**src/rtl/fp_rnd_pipe_if.sv**
```systemverilog
// Shared FP32 rounding types plus the handshake/data bundle between the FMA,
// the rounding pipe and the writeback port.
package fp_rnd_pipe_pkg;

    typedef enum logic [0:0] {FP32 = 1'b0} fp_format_e;

    function automatic int unsigned fp_width(input fp_format_e fmt);
        case (fmt)
            FP32:    return 32;
            default: return 32;
        endcase
    endfunction

    typedef struct packed {
        logic        sign;
        logic [7:0]  exp;
        logic [22:0] mant;
    } fp32_t;

    // rs = {round bit, sticky bit} of the bits dropped below the mantissa LSB
    typedef struct packed {
        fp32_t       u_result;
        logic [1:0]  rs;
    } uround_res_t;

    typedef enum logic [2:0] {
        RNE = 3'd0,
        RTZ = 3'd1,
        RDN = 3'd2,
        RUP = 3'd3,
        RMM = 3'd4
    } roundmode_e;

    typedef struct packed {
        logic NV;
        logic DZ;
        logic OF;
        logic UF;
        logic NX;
    } status_t;

    // Encoding is {s1_valid, s2_valid}
    typedef enum logic [1:0] {
        PIPE_EMPTY = 2'b00,
        PIPE_S2    = 2'b01,
        PIPE_S1    = 2'b10,
        PIPE_FULL  = 2'b11
    } pipe_state_e;

endpackage

// Handshake: an entry moves on a rising edge where valid and ready are both
// high; valid never depends on ready, and the sender holds its data while
// valid is high and ready is low.
interface fp_rnd_pipe_if;
    logic                        valid_i;
    logic                        ready_o;
    fp_rnd_pipe_pkg::uround_res_t urnd_result_i;
    fp_rnd_pipe_pkg::roundmode_e  rnd_i;
    logic                        round_only_i;
    logic                        mul_ovf_i;
    logic                        mul_uf_i;
    logic                        mul_uround_out_i;
    logic                        valid_o;
    logic                        ready_i;
    logic [31:0]                 result_o;
    fp_rnd_pipe_pkg::status_t     flags_o;

    modport master (
        output valid_i, urnd_result_i, rnd_i, round_only_i, mul_ovf_i,
               mul_uf_i, mul_uround_out_i, ready_i,
        input  ready_o, valid_o, result_o, flags_o
    );

    modport slave (
        input  valid_i, urnd_result_i, rnd_i, round_only_i, mul_ovf_i,
               mul_uf_i, mul_uround_out_i, ready_i,
        output ready_o, valid_o, result_o, flags_o
    );
endinterface

```
**src/rtl/fp_rnd_pipe.sv**
```systemverilog
// Two-entry registered rounding stage behind fp_fma: capture in S1, round and
// merge FMA exception fix-ups into the S2 output register.
module fp_rnd
    import fp_rnd_pipe_pkg::*;
(
    input  uround_res_t i_urnd,
    input  roundmode_e  i_rnd,
    input  logic        i_round_only,
    input  logic        i_ovf,
    output fp32_t       o_result,
    output status_t     o_status
);
    logic        w_sign;
    logic        w_inexact;
    logic        w_inc;
    logic        w_to_inf;
    logic        w_ovf;
    logic [30:0] w_sum;

    always_comb begin
        w_sign    = i_urnd.u_result.sign;
        w_inexact = |i_urnd.rs;
        case (i_rnd)
            RNE:     w_inc = i_urnd.rs[1] & (i_urnd.rs[0] | i_urnd.u_result.mant[0]);
            RTZ:     w_inc = 1'b0;
            RDN:     w_inc = w_sign & w_inexact;
            RUP:     w_inc = ~w_sign & w_inexact;
            RMM:     w_inc = i_urnd.rs[1];
            default: w_inc = 1'b0;
        endcase
        case (i_rnd)
            RNE, RMM: w_to_inf = 1'b1;
            RDN:      w_to_inf = w_sign;
            RUP:      w_to_inf = ~w_sign;
            default:  w_to_inf = 1'b0;
        endcase
        // A mantissa carry propagates into the exponent, so one add covers both
        w_sum = {i_urnd.u_result.exp, i_urnd.u_result.mant} + {30'd0, w_inc};
        w_ovf = i_ovf | (&i_urnd.u_result.exp) | (&w_sum[30:23]);

        o_result = '0;
        o_status = '0;
        if (i_round_only) begin
            o_result = i_urnd.u_result;
        end else if (w_ovf) begin
            o_result    = w_to_inf ? {w_sign, 8'hFF, 23'd0} : {w_sign, 8'hFE, {23{1'b1}}};
            o_status.OF = 1'b1;
            o_status.NX = 1'b1;
        end else begin
            o_result    = {w_sign, w_sum};
            o_status.NX = w_inexact;
            o_status.UF = w_inexact & ~(|w_sum[30:23]);
        end
    end
endmodule

module fp_rnd_pipe
    import fp_rnd_pipe_pkg::*;
#(
    parameter fp_format_e FP_FORMAT = FP32
)
(
    input  logic          clk_i,
    input  logic          reset_i,
    input  logic          flush_i,
    fp_rnd_pipe_if.slave  bus,
    output pipe_state_e   o_dbg_state
);
    localparam int FP_WIDTH = fp_width(FP_FORMAT);

    pipe_state_e          r_state;
    pipe_state_e          w_state_nxt;
    logic                 w_s1_valid;
    logic                 w_s2_valid;
    logic                 w_s2_adv;
    logic                 w_ready;
    logic                 w_capture;

    uround_res_t          r_s1_urnd;
    roundmode_e           r_s1_rnd;
    logic                 r_s1_round_only;
    logic                 r_s1_mul_ovf;
    logic                 r_s1_mul_uf;
    logic                 r_s1_uround_out;

    fp32_t                w_rnd_result;
    status_t              w_rnd_status;
    status_t              w_flags;
    logic [FP_WIDTH-1:0]  r_result;
    status_t              r_flags;

    always_comb begin
        w_s1_valid  = r_state[1];
        w_s2_valid  = r_state[0];
        w_s2_adv    = w_s1_valid & (~w_s2_valid | bus.ready_i);
        w_ready     = ~w_s1_valid | w_s2_adv;
        w_capture   = bus.valid_i & w_ready & ~flush_i;
        w_state_nxt = r_state;
        if (flush_i) begin
            w_state_nxt = PIPE_EMPTY;
        end else begin
            w_state_nxt = pipe_state_e'({w_capture | (w_s1_valid & ~w_s2_adv),
                                         w_s2_adv | (w_s2_valid & ~bus.ready_i)});
        end
    end

    always_ff @(posedge clk_i or negedge reset_i) begin
        if (!reset_i) begin
            r_state <= PIPE_EMPTY;
        end else begin
            r_state <= w_state_nxt;
        end
    end

    always_ff @(posedge clk_i or negedge reset_i) begin
        if (!reset_i) begin
            r_s1_urnd       <= '0;
            r_s1_rnd        <= RNE;
            r_s1_round_only <= 1'b0;
            r_s1_mul_ovf    <= 1'b0;
            r_s1_mul_uf     <= 1'b0;
            r_s1_uround_out <= 1'b0;
        end else if (w_capture) begin
            r_s1_urnd       <= bus.urnd_result_i;
            r_s1_rnd        <= bus.rnd_i;
            r_s1_round_only <= bus.round_only_i;
            r_s1_mul_ovf    <= bus.mul_ovf_i;
            r_s1_mul_uf     <= bus.mul_uf_i;
            r_s1_uround_out <= bus.mul_uround_out_i;
        end
    end

    fp_rnd u_fp_rnd (
        .i_urnd       (r_s1_urnd),
        .i_rnd        (r_s1_rnd),
        .i_round_only (r_s1_round_only),
        .i_ovf        (r_s1_mul_ovf),
        .o_result     (w_rnd_result),
        .o_status     (w_rnd_status)
    );

    // With mul_uf the product was already tiny before rounding, so the
    // rounder's own UF/NX view is replaced by one based on the dropped bits.
    always_comb begin
        w_flags    = w_rnd_status;
        w_flags.OF = w_rnd_status.OF | r_s1_mul_ovf;
        if (r_s1_mul_uf) begin
            w_flags.UF = ((w_rnd_result.exp == 8'd0) & (|r_s1_urnd.rs)) |
                         ((r_s1_urnd.u_result.exp == 8'd0) & (w_rnd_result.exp == 8'd1) &
                          r_s1_uround_out);
            w_flags.NX = |r_s1_urnd.rs;
        end else begin
            w_flags.UF = w_rnd_status.UF;
            w_flags.NX = w_rnd_status.NX | r_s1_mul_ovf;
        end
    end

    always_ff @(posedge clk_i or negedge reset_i) begin
        if (!reset_i) begin
            r_result <= '0;
            r_flags  <= '0;
        end else if (w_s2_adv & ~flush_i) begin
            r_result <= w_rnd_result;
            r_flags  <= w_flags;
        end
    end

    assign bus.ready_o  = w_ready;
    assign bus.valid_o  = r_state[0];
    assign bus.result_o = r_result;
    assign bus.flags_o  = r_flags;
    assign o_dbg_state  = r_state;
endmodule

```
**src/flat_wrapper.sv**
```systemverilog
// flat-port wrapper written by rule: the top's interface ports become plain ports
module fp_rnd_pipe_flat import fp_rnd_pipe_pkg::*;
#(
    parameter fp_format_e FP_FORMAT = FP32
)
  (clk_i, reset_i, flush_i, o_dbg_state, bus_valid_i, bus_urnd_result_i, bus_rnd_i, bus_round_only_i, bus_mul_ovf_i, bus_mul_uf_i, bus_mul_uround_out_i, bus_ready_i, bus_ready_o, bus_valid_o, bus_result_o, bus_flags_o);
  fp_rnd_pipe_if bus_i ();
  input  logic clk_i;
  input  logic reset_i;
  input  logic flush_i;
  output pipe_state_e o_dbg_state;
  input wire logic [$bits(bus_i.valid_i)-1:0] bus_valid_i;
  input wire logic [$bits(bus_i.urnd_result_i)-1:0] bus_urnd_result_i;
  input wire logic [$bits(bus_i.rnd_i)-1:0] bus_rnd_i;
  input wire logic [$bits(bus_i.round_only_i)-1:0] bus_round_only_i;
  input wire logic [$bits(bus_i.mul_ovf_i)-1:0] bus_mul_ovf_i;
  input wire logic [$bits(bus_i.mul_uf_i)-1:0] bus_mul_uf_i;
  input wire logic [$bits(bus_i.mul_uround_out_i)-1:0] bus_mul_uround_out_i;
  input wire logic [$bits(bus_i.ready_i)-1:0] bus_ready_i;
  output wire logic [$bits(bus_i.ready_o)-1:0] bus_ready_o;
  output wire logic [$bits(bus_i.valid_o)-1:0] bus_valid_o;
  output wire logic [$bits(bus_i.result_o)-1:0] bus_result_o;
  output wire logic [$bits(bus_i.flags_o)-1:0] bus_flags_o;
  assign bus_i.valid_i = bus_valid_i;
  assign bus_i.urnd_result_i = bus_urnd_result_i;
  assign bus_i.rnd_i = bus_rnd_i;
  assign bus_i.round_only_i = bus_round_only_i;
  assign bus_i.mul_ovf_i = bus_mul_ovf_i;
  assign bus_i.mul_uf_i = bus_mul_uf_i;
  assign bus_i.mul_uround_out_i = bus_mul_uround_out_i;
  assign bus_i.ready_i = bus_ready_i;
  assign bus_ready_o = bus_i.ready_o;
  assign bus_valid_o = bus_i.valid_o;
  assign bus_result_o = bus_i.result_o;
  assign bus_flags_o = bus_i.flags_o;
  fp_rnd_pipe #(.FP_FORMAT(FP_FORMAT)) u_core (.clk_i(clk_i), .reset_i(reset_i), .flush_i(flush_i), .bus(bus_i), .o_dbg_state(o_dbg_state));
endmodule
```
**config.mk**
```make
export PLATFORM = sky130hd
export DESIGN_NAME = fp_rnd_pipe_flat
export DESIGN_NICKNAME = d
export VERILOG_FILES = /design/src/rtl/fp_rnd_pipe_if.sv /design/src/rtl/fp_rnd_pipe.sv /design/src/flat_wrapper.sv
export SDC_FILE = /design/constraint.sdc
export NUM_CORES = 1
export LEC_CHECK = 0
export CORE_MARGIN = 2
export CORE_UTILIZATION = 45
export CTS_CLUSTER_DIAMETER = 80
export DETAILED_ROUTE_END_ITERATION = 8
export DONT_BUFFER_PORTS = 1
export HOLD_SLACK_MARGIN = 0.05
export PLACE_DENSITY = 0.68
export SLEW_MARGIN = 20
export SYNTH_ARGS = -nofsm -noshare
export SYNTH_HDL_FRONTEND = slang
export SYNTH_SLANG_ARGS = --single-unit
```
**constraint.sdc**
```tcl
create_clock -name clk_i -period 4.6 [get_ports clk_i]
set_input_delay 0.46 -clock clk_i [delete_from_list [all_inputs] [get_ports clk_i]]
set_output_delay 0.46 -clock clk_i [all_outputs]
set_load 0.02 [all_outputs]
```
Yosys cells after proc, flatten, opt, wreduce, memory -nomap -nowiden

Cells that the tools add are included.

Add/sub/neg operators: 1
Equal/unequal tests: 4
Muxes and demuxes: 11
Bitwise logic cells: 30
Reduce and logical (&&, ||, !) cells: 8

Operators by type and width:

| operator                                                               | count |
|---|---|
| 31-bit two-way mux                                                     | 2 |
| 31-bit by 1-bit adder with 31-bit output                               | 1 |
| 24-bit two-way mux                                                     | 1 |
| 8-bit zero test                                                        | 2 |
| 8-bit AND reduction                                                    | 2 |
| 1-bit AND                                                              | 13 |
| 1-bit bitwise OR                                                       | 10 |
| 8-bit by 1-bit equality test with 1-bit output (second input constant) | 1 |
| 8-bit OR reduction                                                     | 1 |
| 1-bit NOT                                                              | 7 |
| 3-bit by 2-bit equality test with 1-bit output (second input constant) | 2 |
| 2-bit two-way mux                                                      | 2 |
| 1-bit case mux with 4 select lines                                     | 1 |
| 2-bit OR reduction                                                     | 2 |
| 3-bit equality test (second input constant)                            | 1 |
| 3-bit zero test                                                        | 1 |
| 1-bit two-way mux                                                      | 3 |
| 3-bit two-way mux                                                      | 1 |
| 1-bit case mux with 3 select lines                                     | 1 |

Flip-flop bits (word level): 78
Input port bits: 46
Logic and storage cells: 68

Depth between registers and ports, before layout

Depth after elaboration: 13
Gate-level depth with buffers: 15
Gate-level depth less buffers: 14

By module

A second synthesis with hierarchy kept.

Cell total of the unflattened synthesis: 410
Area, all modules: 4514.3 um2

By module, submodules not included:

| module      | times used | cells each | area each (um2) |
|---|---|---|---|
| fp_rnd_pipe | 1          | 190        | 3085.5 |
| fp_rnd      | 1          | 220        | 1428.9 |

Least setup slack after synthesis

OpenSTA, ideal clock, no wires.

Path type: flip-flop to flip-flop
Start: register u_core.r_s1_rnd[0]
End: register u_core.r_flags (netlist bit u_core.bus.flags_o[1])
Setup time: 0.095 ns
Data arrival time: 3.497 ns
Required time: 4.505 ns
Path slack: 1.008 ns
Stages on the path, launching flop included: 15
Buffers on the path: 0
Clock period less this slack: 3.592 ns
Cells stage by stage: dfrtp_1 xor2_1 and3b_1 a21oi_1 a21oi_1 ha_1 ha_1 nand3_1 nor4_2 nand2_2 mux2_4 or3b_4 o41ai_2 mux2_2 o31ai_1

Word-level cells in the longest chain between the ends: 12

RTL lines:

| element                                        | line                                 | text |
|---|---|---|
| start: declaration                             | fp_rnd_pipe.sv:80                    | `roundmode_e r_s1_rnd;` |
| start signal: assignment                       | fp_rnd_pipe.sv:125                   | `r_s1_rnd <= bus.rnd_i;` |
| 3-bit equality test (tied with other cells)    | fp_rnd_pipe.sv:23, fp_rnd_pipe.sv:31 |  |
| 1-bit case mux with 4 select lines             | fp_rnd_pipe.sv:23                    | `case (i_rnd)` |
| 31-bit by 1-bit adder with 31-bit output       | fp_rnd_pipe.sv:38                    | `w_sum = {i_urnd.u_result.exp, i_urnd.u_result.mant} + {30'd0, w_inc};` |
| 8-bit AND reduction                            | fp_rnd_pipe.sv:39                    | `w_ovf = i_ovf \| (&i_urnd.u_result.exp) \| (&w_sum[30:23]);` |
| 1-bit bitwise OR                               | fp_rnd_pipe.sv:39                    |  |
| 31-bit two-way mux                             | fp_rnd_pipe.sv:45                    | `end else if (w_ovf) begin` |
| 31-bit two-way mux                             | fp_rnd_pipe.sv:43                    | `if (i_round_only) begin` |
| 8-bit by 1-bit equality test with 1-bit output | fp_rnd_pipe.sv:149                   | `((r_s1_urnd.u_result.exp == 8'd0) & (w_rnd_result.exp == 8'd1) &` |
| 1-bit AND (2 in a row)                         | fp_rnd_pipe.sv:149                   |  |
| 1-bit bitwise OR                               | fp_rnd_pipe.sv:148                   | `w_flags.UF = ((w_rnd_result.exp == 8'd0) & (\|r_s1_urnd.rs)) \|` |
| 2-bit two-way mux *                            | fp_rnd_pipe.sv:147                   | `if (r_s1_mul_uf) begin` |
| end signal: assignment                         | fp_rnd_pipe.sv:164                   | `r_flags <= w_flags;` |
| end: declaration                               | fp_rnd_pipe.sv:90                    | `status_t r_flags;` |

Mark *: on every way between the ends. The rest lies on a longest branch, timed or not.
A chain may end at the register's enable or synchronous reset.

Worst setup path after layout

Start: register u_core.r_s1_rnd[0]
End: register u_core.r_result[20], in the netlist u_core.bus.result_o[20]

Word-level cells in the longest chain between the ends: 7

RTL lines:

| element                                     | line                                 | text |
|---|---|---|
| 3-bit equality test (tied with other cells) | fp_rnd_pipe.sv:23, fp_rnd_pipe.sv:31 |  |
| 1-bit case mux with 4 select lines          | fp_rnd_pipe.sv:23                    |  |
| 31-bit by 1-bit adder with 31-bit output    | fp_rnd_pipe.sv:38                    |  |
| 8-bit AND reduction                         | fp_rnd_pipe.sv:39                    |  |
| 1-bit bitwise OR                            | fp_rnd_pipe.sv:39                    |  |
| 31-bit two-way mux *                        | fp_rnd_pipe.sv:45                    |  |
| 31-bit two-way mux *                        | fp_rnd_pipe.sv:43                    |  |
| end signal: assignment                      | fp_rnd_pipe.sv:163                   | `r_result <= w_rnd_result;` |
| end: declaration                            | fp_rnd_pipe.sv:89                    | `logic [FP_WIDTH-1:0] r_result;` |

Marks and branches as above.

==> results.py <==
metrics = {
    "timing": {
        "finClkSkew_ps": 7.49,
        "fin_tns_setup_ps": 0,
        "fmax_mhz": 245,
        "period_minus_slack_ps": 4080,
        "hold_viol": 0,
        "setup_violations": 0,
        "worst_slew_pin_slew_ps": 981,
        "rsz0062_at_grt": "false",
        "report.final.slew_viol_count": 0,
        "max_slew_margin": 0.343,
        "min_period_over_period": 0.888,
    },
    "critical_path": {
        "arrival_ps": 4330,
        "rr_worst_depth": 14,
        "r2r_start": "u_core.r_s1_rnd[0]",
        "cp-end-kind": "flop",
        "timing.rr.end": "u_core.bus.result_o[20]",
        "cp_data_required_time_ps": 4840,
        "critPathLaunchType": "flop",
        "critPathMaxFanout": 7,
        "path_class": "flop to flop",
        "reg2reg_setup_slack_ps": 520,
    },
    "placement": {
        "io_buffers": 0,
        "hpwl_um": 8570,
        "placedInstanceArea_um2": 4670,
        "gp_congestion": 0.909,
    },
    "cts": {
        "clock_sinks": 78,
        "h-tree-depth": 3,
        "cts_tree": "yes",
        "clk_latency_ps": 350,
        "post_cts_resized": 0,
        "cts_buffers": 9,
        "clockBufferDepth": 2,
        "cts_root_buf": "clkbuf_8",
        "cts.clk_slew.worst_paths_ps": 70,
    },
    "drt": {
        "drtPass1Iterations": 5,
        "via_per_inst": 6.26,
        "detail-route-antenna-nets": 0,
        "first_iter_violations": 251,
        "dr_total_vias": 3661,
        "routed_wl_um": 12100,
        "drc_errors": 0,
        "route.detailed.wl_per_inst_um": 20.6,
    },
    "min_path": {
        "hp-class": "input port to flop",
        "hold-path-endpoint": "u_core.o_dbg_state[0]",
        "hold_start": "flush_i",
        "min_path_cells": 1,
    },
    "synth": {
        "synth_top_area_cell": "dfrtp_1",
        "synth.area.top_cells": "dfrtp_1, mux2_2, o21ai_0",
        "synth_xor_area_frac": 0.0364,
        "synth_cell_type_count": 75,
        "synthArstFlopShare": 1.00,
        "synth_ff_type": "dfrtp_1",
        "synth_adder_area_share": 0.00551,
        "synth_compound_area_frac": 0.179,
        "ys_seq_area_frac": 0.430,
        "syn_avg_cell_area_um2": 9.98,
        "syn_inst": 455,
        "synth_edf_count": 0,
        "muxShareOfSynthArea": 0.123,
        "synth_top_area_frac": 0.430,
        "ys_warn_count": 0,
        "syn_area_um2": 4540,
        "synth_top_family_by_area": "simple AND/OR/NAND/NOR gates",
        "ys_seq_elements": 78,
        "synth-simple-area-share": 0.194,
    },
    "pwr": {
        "ir_drop_v": 0.000205,
        "power_frac_seq": 0.556,
        "power_switching_share": 0.387,
        "p_int_uw": 1210,
        "p_leak_uw": 0.00193,
        "total_power_uw": 1980,
        "p_switching_uw": 764,
        "p_clk_frac": 0.210,
        "comb_power_share": 0.234,
        "p_per_area_nw_per_um2": 408,
    },
    "final_layout": {
        "stdcell_area_um2": 4850,
        "area_growth_pct": 6.72,
        "nNetsFinal": 498,
        "drive_gt1_frac": 0.199,
        "antenna_cells": 0,
        "nFillCells": 924,
    },
    "floorplanning": {
        "start_util": 0.465,
        "dieHeight_um": 104,
        "ios": 87,
        "core_area_um2": 9770,
        "die_w_um": 104,
        "die_area_um2": 10900,
        "rows": 36,
    },
    "grt": {
        "grt_max_degree": 79,
        "antenna_found_initial": 0,
        "grt_pass1_wl_um": 19800,
        "grt_pass1_vias": 3688,
        "grt_usage": 0.227,
        "grt_overflow_total": 0,
    },
    "run": {
        "cap_violations": 0,
    },
    "outcome": {
        "status": "finished clean",
    },
}
-- metal layers --
layer | global-route usage | routed length [µm] | up-vias
li1 | - | - | 1677
met1 | 0.313 | 5260 | 1804
met2 | 0.351 | 5670 | 162
met3 | 0.0595 | 920 | 18
met4 | 0.0705 | 197 | 0
met5 | 0 | 0 | -
-- how the worst max path moves through the flow --
| stage | from | endpoint | slack (ps) |
|---|---|---|---|
| 3_5_place_dp | u_core.r_s1_rnd[0] | u_core.bus.result_o[20] | 570 |
| 2_1_floorplan | u_core.r_s1_rnd[0] | u_core.bus.flags_o[1] | 1010 |
| 5_1_grt | u_core.r_s1_rnd[0] | u_core.bus.flags_o[1] | 190 |
| 6_report | u_core.r_s1_rnd[0] | u_core.bus.result_o[20] | 520 |
| 4_1_cts | u_core.r_s1_rnd[0] | u_core.bus.flags_o[1] | 550 |
| 3_3_place_gp | u_core.r_s1_rnd[0] | u_core.bus.flags_o[1] | 670 |
-- synth_stat cells (2+ instances only) --
| master | count |
|---|---|
| ha_1 | 2 |
| o41ai_1 | 2 |
| o32ai_1 | 2 |
| o21a_1 | 2 |
| nor2_1 | 39 |
| nand4_1 | 10 |
| buf_4 | 4 |
| nand3b_1 | 3 |
| xor2_1 | 6 |
| inv_1 | 5 |
| a31oi_1 | 4 |
| a41o_1 | 2 |
| a32o_1 | 4 |
| nor4_1 | 5 |
| nand3_1 | 16 |
| o21ai_0 | 30 |
| a22o_1 | 5 |
| a21oi_1 | 20 |
| nand2_1 | 36 |
| nor4_4 | 2 |
| dfrtp_1 | 78 |
| xnor2_1 | 11 |
| nor3_1 | 11 |
| o31ai_1 | 6 |
| o221ai_1 | 2 |
| mux2_2 | 42 |
| nor2b_1 | 2 |
| o221a_2 | 2 |
| buf_1 | 4 |
| mux2i_1 | 7 |
| or4_1 | 2 |
| o211a_1 | 2 |
| o21bai_1 | 4 |
| o22ai_1 | 2 |
| clkbuf_1 | 20 |
| nand2_2 | 2 |
| a211oi_1 | 7 |
| and3_1 | 11 |
| o2111ai_1 | 2 |
| a41oi_1 | 4 |
-- state kept, by name, summed over array words and instances, names as in the netlist --
name	cells
u_core.bus.flags_o	3
u_core.r_s1_mul_uf	1
u_core.r_s1_mul_ovf	1
u_core.r_s1_rnd	3
u_core.bus.result_o	32
u_core.r_s1_urnd	34
u_core.r_s1_uround_out	1
u_core.o_dbg_state	2
u_core.r_s1_round_only	1
-- cell usage in the layout (no fill, tap or decap), types with 3 or more instances in the layout --
cell type	instances
clkbuf_8	9
mux2_2	42
nand2_1	36
xnor2_1	11
a211oi_1	7
nor4_1	5
buf_4	10
inv_1	5
o31ai_1	6
a31oi_1	4
xor2_1	6
a22o_1	5
nand4_1	10
nand3b_1	3
o21bai_1	4
a41oi_1	4
and3_1	11
nand3_1	16
a21oi_1	20
a32o_1	4
mux2i_1	7
nor2_1	39
clkinv_2	3
nor3_1	11
o21ai_0	30
dfrtp_1	78
-- cell families after synthesis --
logic type	Yosys count
compound gates	114
xor+xnor	18
fa+ha+maj	2
buf+inv	35
flops	78
mux	50
other cells	1
simple gates	157
-- metrics by stage --
step / util / hold WS, ps / std cells / setup slack, ps
finish: 0.496 / 158 / 585 / 517
detailed placement: 0.478 / 167 / 570 / 565
global placement: 0.478 / 168 / 570 / 670
floorplan: - / 164 / 456 / 1010
CTS: 0.496 / 140 / 585 / 545
global route: 0.496 / 154 / 585 / 185
-- final cells by class --
cell class | instances | area, µm² | area share
Timing Repair Buffer | 12 | 113 | 0.0232
Tap cell | 133 | 166 | 0.0343
Sequential cell | 78 | 1950 | 0.403
Clock buffer | 10 | 128 | 0.0263
Inverter | 6 | 22.5 | 0.00465
Multi-Input combinational cell | 343 | 2450 | 0.506
Clock inverter | 3 | 15.0 | 0.00310
-- critical path, stage by stage (launching register included) --
cell and delay [ps]:
dfrtp_1 420, xor2_1 200, and3b_1 200, a21oi_1 70, a21oi_1 150, ha_1 260
ha_1 190, nand3_1 220, nor4_2 410, nand2_2 130, mux2_4 340, or3b_4 440
o31ai_4 480, nand2_2 170, a32o_1 280
-- power groups by stage --
stage / Combinational (µW) / Sequential [µW] / Clock [µW]
2_1_floorplan: 375 / 1040 / 0
3_3_place_gp: 433 / 1110 / 0
3_5_place_dp: 442 / 1110 / 0
4_1_cts: 462 / 1100 / 427
5_1_grt: 515 / 1120 / 457
6_report: 463 / 1100 / 415
-- repair_timing --
item | in CTS | in global routing
hold buffers | 2 | 0
setup buffers | 0 | 0
endpoints found under the hold margin | 78 | 0
Note: power is estimated with default switching activity, not from simulation.
